<file path="src/rtl/drf_port_nibble_tx.sv">
// Byte FIFO feeding a two-nibble serializer for the DRF CPU 4-bit port.
// Nibbles are offered under valid/ack; outputs depend only on registered state.
module drf_port_nibble_tx #(
    parameter int FIFO_DEPTH = 4,
    parameter bit HIGH_FIRST = 1'b1
) (
    input  logic                          clk,
    input  logic                          rst_n,
    input  logic [7:0]                    in_data,
    input  logic                          in_valid,
    output logic                          in_ready,
    output logic [3:0]                    port_data,
    output logic                          port_valid,
    input  logic                          port_ack,
    output logic [$clog2(FIFO_DEPTH):0]   fifo_count,
    output logic                          busy
);
    localparam int AW = $clog2(FIFO_DEPTH);
    localparam int CW = AW + 1;

    localparam logic [1:0] IDLE        = 2'd0;
    localparam logic [1:0] SEND_FIRST  = 2'd1;
    localparam logic [1:0] SEND_SECOND = 2'd2;

    logic [7:0]    mem [FIFO_DEPTH];
    logic [AW-1:0] wr_ptr_reg;
    logic [AW-1:0] rd_ptr_reg;
    logic [CW-1:0] count_reg;
    logic [1:0]    state_reg;
    logic [7:0]    shift_reg;

    logic push;
    logic pop;
    logic fifo_nonempty;

    assign fifo_nonempty = (count_reg != '0);
    assign in_ready      = (count_reg < CW'(FIFO_DEPTH));
    assign push          = in_valid && in_ready;
    // A pop only sees bytes already stored before this edge.
    assign pop = fifo_nonempty &&
                 ((state_reg == IDLE) || ((state_reg == SEND_SECOND) && port_ack));

    always_ff @(posedge clk) begin
        if (push) begin
            mem[wr_ptr_reg] <= in_data;
        end
    end

    always_ff @(posedge clk or negedge rst_n) begin
        if (!rst_n) begin
            wr_ptr_reg <= '0;
            rd_ptr_reg <= '0;
            count_reg  <= '0;
        end else begin
            if (push) begin
                wr_ptr_reg <= wr_ptr_reg + AW'(1);
            end
            if (pop) begin
                rd_ptr_reg <= rd_ptr_reg + AW'(1);
            end
            case ({push, pop})
                2'b10:   count_reg <= count_reg + CW'(1);
                2'b01:   count_reg <= count_reg - CW'(1);
                default: count_reg <= count_reg;
            endcase
        end
    end

    always_ff @(posedge clk or negedge rst_n) begin
        if (!rst_n) begin
            state_reg <= IDLE;
            shift_reg <= 8'h00;
        end else begin
            if (pop) begin
                shift_reg <= mem[rd_ptr_reg];
            end
            case (state_reg)
                IDLE: begin
                    if (pop) state_reg <= SEND_FIRST;
                end
                SEND_FIRST: begin
                    if (port_ack) state_reg <= SEND_SECOND;
                end
                SEND_SECOND: begin
                    if (port_ack) state_reg <= pop ? SEND_FIRST : IDLE;
                end
                default: state_reg <= IDLE;
            endcase
        end
    end

    logic [3:0] first_nibble;
    logic [3:0] second_nibble;

    assign first_nibble  = HIGH_FIRST ? shift_reg[7:4] : shift_reg[3:0];
    assign second_nibble = HIGH_FIRST ? shift_reg[3:0] : shift_reg[7:4];

    always_comb begin
        port_data = 4'h0;
        case (state_reg)
            SEND_FIRST:  port_data = first_nibble;
            SEND_SECOND: port_data = second_nibble;
            default:     port_data = 4'h0;
        endcase
    end

    assign port_valid = (state_reg == SEND_FIRST) || (state_reg == SEND_SECOND);
    assign busy       = port_valid;
    assign fifo_count = count_reg;

endmodule

</file>
<file path="config.mk">
export PLATFORM = sky130hd
export DESIGN_NAME = drf_port_nibble_tx
export DESIGN_NICKNAME = d
export VERILOG_FILES = /design/src/rtl/drf_port_nibble_tx.sv
export SDC_FILE = /design/constraint.sdc
export NUM_CORES = 1
export LEC_CHECK = 0
export CAP_MARGIN = 10
export CORE_MARGIN = 2
export CORE_UTILIZATION = 55
export DETAILED_ROUTE_END_ITERATION = 6
export GPL_TIMING_DRIVEN = 0
export PLACE_DENSITY = 0.85
export SLEW_MARGIN = 20
export SYNTH_ARGS = -nofsm -noshare
export SYNTH_HDL_FRONTEND = slang
export SYNTH_SLANG_ARGS = --single-unit
</file>
<file path="constraint.sdc">
create_clock -name clk -period 2.95 [get_ports clk]
set_clock_uncertainty 0.15 [all_clocks]
set_input_delay 0.295 -clock clk [delete_from_list [all_inputs] [get_ports clk]]
set_output_delay 0.295 -clock clk [all_outputs]
set_load 0.05 [all_outputs]
</file>
==> qor.csv <==
metric,value,unit
run_status,finished clean,
ant_nets,0,
cts_hold_repair.buffers,0,
grt_setup_unrepaired,no,
worst-endpoint-arrival,2180,ps
crit-reg2reg-launch,state_reg[0],
finalCriticalPeriod,2630,ps
setup-violations-final,0,
row_count,22,
grt_use_met2,0.314,
gr-usage-met3,0.0541,
detailroute.via_count,1064,
die_area,4440,µm²
areaGrowthSynthToFinish,17.7,%
synth-compound-area-share,0.0296,
layout-drive-gt1-share,0.205,
clock_sink_count,49,
power.combinational.fraction,0.490,
fin_tns_setup,0,ps
layout.nets,173,
place_inst,191,
max-vdd-ir-drop,526,µV
crit_path_end_kind,primary output,
chipHeight,66.6,µm
layout.core_utilization,0.683,
crit-reg2reg-capture,fifo_count[2],
dpl.hpwl,2430,µm
switching_power,1.11,mW
syn-num-nets,145,
overflow,0,
setup.worst_path.start_class,flop,
layout_worst_path_cycle_share,0.891,
post_synth_main_area_contributors,"sky130_fd_sc_hd__edfxtp_1, sky130_fd_sc_hd__dfrtp_1, sky130_fd_sc_hd__mux4_2",
cts_made_buffers,5,
initial_core_util,0.580,
globalRouteTotalUtil,0.186,
placeableCoreArea,3720,µm²
max_reg_flops,32,
via_per_inst,5.35,
timing.critical_path.fanout_max,6,
post_drt_wl_per_cell,17.1,µm
netlist.area_leader.share,0.446,
cts.repair_timing.setup_buffer_count,0,
synth.yosys.seq_area_share,0.643,
drv_slew,0,
route.detailed.drc,0,
r2r_setup_slack,440,ps
worst_r2r_path_depth,10,
synth.mux.area_fraction,0.150,
drt-total-wl,3410,µm
power.density,1170,nW/µm²
filler_cell_count,251,
synth_simple_gate_area_share,0.0580,
max_slew_margin,0.517,
drtPass1Iterations,4,
ys_warn_count,0,
cts_clk_pin_slew_worst_paths,90,ps
htreeDepth,2,
maximum_number_of_pins_on_one_net_before_global_route_repair,18,
hp-class,in2async,
intPower,1.86,mW
dominant_combinational_cell_family_by_area_after_synthesis,multiplexers,
antenna_violations_before_repair,0,
num_antenna_cells,0,
cts_resized,0,
synthDistinctLibCells,27,
final_standard_cell_count_with_taps_included_and_fillers_excluded,199,
clock_power_frac,0.156,
sw_frac_of_total,0.374,
drv_cap,0,
post_syn_area,2160,µm²
drt_iter0_drc,55,
p_leak,0.966,nW
crit_required,2510,ps
final-seq-area,1390,µm²
ctsLongestPathBuffers,2,
port_buffers,21,
x_dimension_of_the_die,66.6,µm
share_of_power_burned_in_registers,0.354,
synth_cells,122,
grt_first_pass_wirelength,5750,µm
yosys.area_share.adder,0.0673,
number_of_global_route_vias_before_repair,1151,
tightest_slew,723,ps
gp_congestion,0.740,
busiest_layer,met2,
multiInputGateArea,709,µm²
ios,22,
synth.ff_latch_count,49,
yosysTopAreaCell,sky130_fd_sc_hd__edfxtp_1,
fmaxAchievable,380,MHz
setup.worst_path.class,reg2out,
grt.met1_usage,0.229,
clk-insertion-delay-late,300,ps
cts.root.buffer_cell,sky130_fd_sc_hd__clkbuf_8,
synth_area_per_cell,17.7,µm²
cts_tree,built,
post_synth_xor_xnor_area,0.0244,
finalHoldViolations,0,
-- cell families (layout without fill, tap and decap cells) --
| family | after synthesis | after routing |
|---|---|---|
| DFF | 49 | 49 |
| muxes | 18 | 18 |
| and+or+nand+nor | 17 | 17 |
| buffers and inverters | 13 | 42 |
| adders and majority gates | 11 | 11 |
| AOI/OAI and AO/OA | 8 | 8 |
| xor gates and xnor gates | 6 | 6 |
-- power by group through the flow --
stage | logic, mW | clock network (mW) | registers, mW
6_report | 1.45 | 0.464 | 1.05
5_1_grt | 1.59 | 0.501 | 1.08
4_1_cts | 1.48 | 0.474 | 1.05
3_5_place_dp | 1.47 | 0 | 1.07
3_3_place_gp | 1.41 | 0 | 1.05
2_1_floorplan | 1.07 | 0 | 1.10
-- area by class of cell --
| type | count | share of cell area |
|---|---|---|
| clock buffers | 6 | 0.0286 |
| flip-flops and latches | 49 | 0.546 |
| clock inverters | 2 | 0.0153 |
| plain buffers | 4 | 0.0104 |
| inverters | 9 | 0.0133 |
| well taps | 48 | 0.0237 |
| repair buffers | 21 | 0.0828 |
| multi-input cells | 60 | 0.280 |
-- cell usage after synthesis --
master	number
sky130_fd_sc_hd__a21oi_2	1
sky130_fd_sc_hd__a22oi_1	4
sky130_fd_sc_hd__and2_1	4
sky130_fd_sc_hd__buf_4	1
sky130_fd_sc_hd__buf_6	1
sky130_fd_sc_hd__clkbuf_1	2
sky130_fd_sc_hd__dfrtp_1	17
sky130_fd_sc_hd__edfxtp_1	32
sky130_fd_sc_hd__fa_1	1
sky130_fd_sc_hd__ha_1	10
sky130_fd_sc_hd__inv_1	9
sky130_fd_sc_hd__mux2_1	1
sky130_fd_sc_hd__mux2_2	1
sky130_fd_sc_hd__mux2_4	8
sky130_fd_sc_hd__mux4_2	8
sky130_fd_sc_hd__nand2_1	2
sky130_fd_sc_hd__nor2_1	2
sky130_fd_sc_hd__nor2_8	1
sky130_fd_sc_hd__nor2b_1	5
sky130_fd_sc_hd__nor3_1	1
sky130_fd_sc_hd__nor3_4	1
sky130_fd_sc_hd__nor3b_2	1
sky130_fd_sc_hd__o21ai_0	1
sky130_fd_sc_hd__o21ai_1	1
sky130_fd_sc_hd__o2bb2ai_2	1
sky130_fd_sc_hd__xnor2_1	3
sky130_fd_sc_hd__xor2_1	3
-- layer usage --
layer | share of wire | up-vias
met3 | 0.054 | 4
met4 | 0.013 | 0
li1 | - | 498
met2 | 0.51 | 30
met1 | 0.42 | 532
met5 | 0 | -
-- worst max-delay path, stage by stage, from the launching register on --
cell and delay (ps):
sky130_fd_sc_hd__dfrtp_1 440, sky130_fd_sc_hd__inv_1 100, sky130_fd_sc_hd__ha_1 290, sky130_fd_sc_hd__a22oi_1 130, sky130_fd_sc_hd__nor2b_1 120, sky130_fd_sc_hd__clkdlybuf4s50_1 810
-- metrics by stage --
step	hold WS [ps]	cell area, µm²	worst slack [ps]	power [mW]
global route	358	2540	175	3.16
finish	274	2540	320	2.97
floorplan	-151	2160	647	2.18
detailed placement	348	2430	466	2.54
global placement	353	2430	538	2.46
CTS	305	2540	305	3.01
-- worst max path at each step --
stage | slack (ps) | startpoint | endpoint | depth (start not counted)
3_3_place_gp | 540 | port_ack | fifo_count[2] | 9
4_1_cts | 310 | state_reg[0] | port_data[2] | 5
2_1_floorplan | 650 | fifo_count[0] | fifo_count[2] | 8
3_5_place_dp | 470 | state_reg[0] | fifo_count[2] | 10
6_report | 320 | state_reg[0] | port_data[2] | 5
5_1_grt | 180 | state_reg[0] | port_data[1] | 5
-- layout by cell type, fill, tap and decap left out, drive strengths merged --
| master | n |
|---|---|
| nor2b | 5 |
| a22oi | 4 |
| and2 | 4 |
| mux2 | 10 |
| bufinv | 1 |
| nor3 | 2 |
| clkinv | 1 |
| xor2 | 3 |
| clkdlybuf4s50 | 21 |
| ha | 10 |
| inv | 9 |
| clkbuf | 8 |
| edfxtp | 32 |
| dfrtp | 17 |
| a21oi | 1 |
| nor2 | 3 |
| xnor2 | 3 |
| buf | 2 |
| mux4 | 8 |
| nor3b | 1 |
| nand2 | 2 |
| o2bb2ai | 1 |
| o21ai | 2 |
| fa | 1 |
Power figures use the tool's default switching activity.
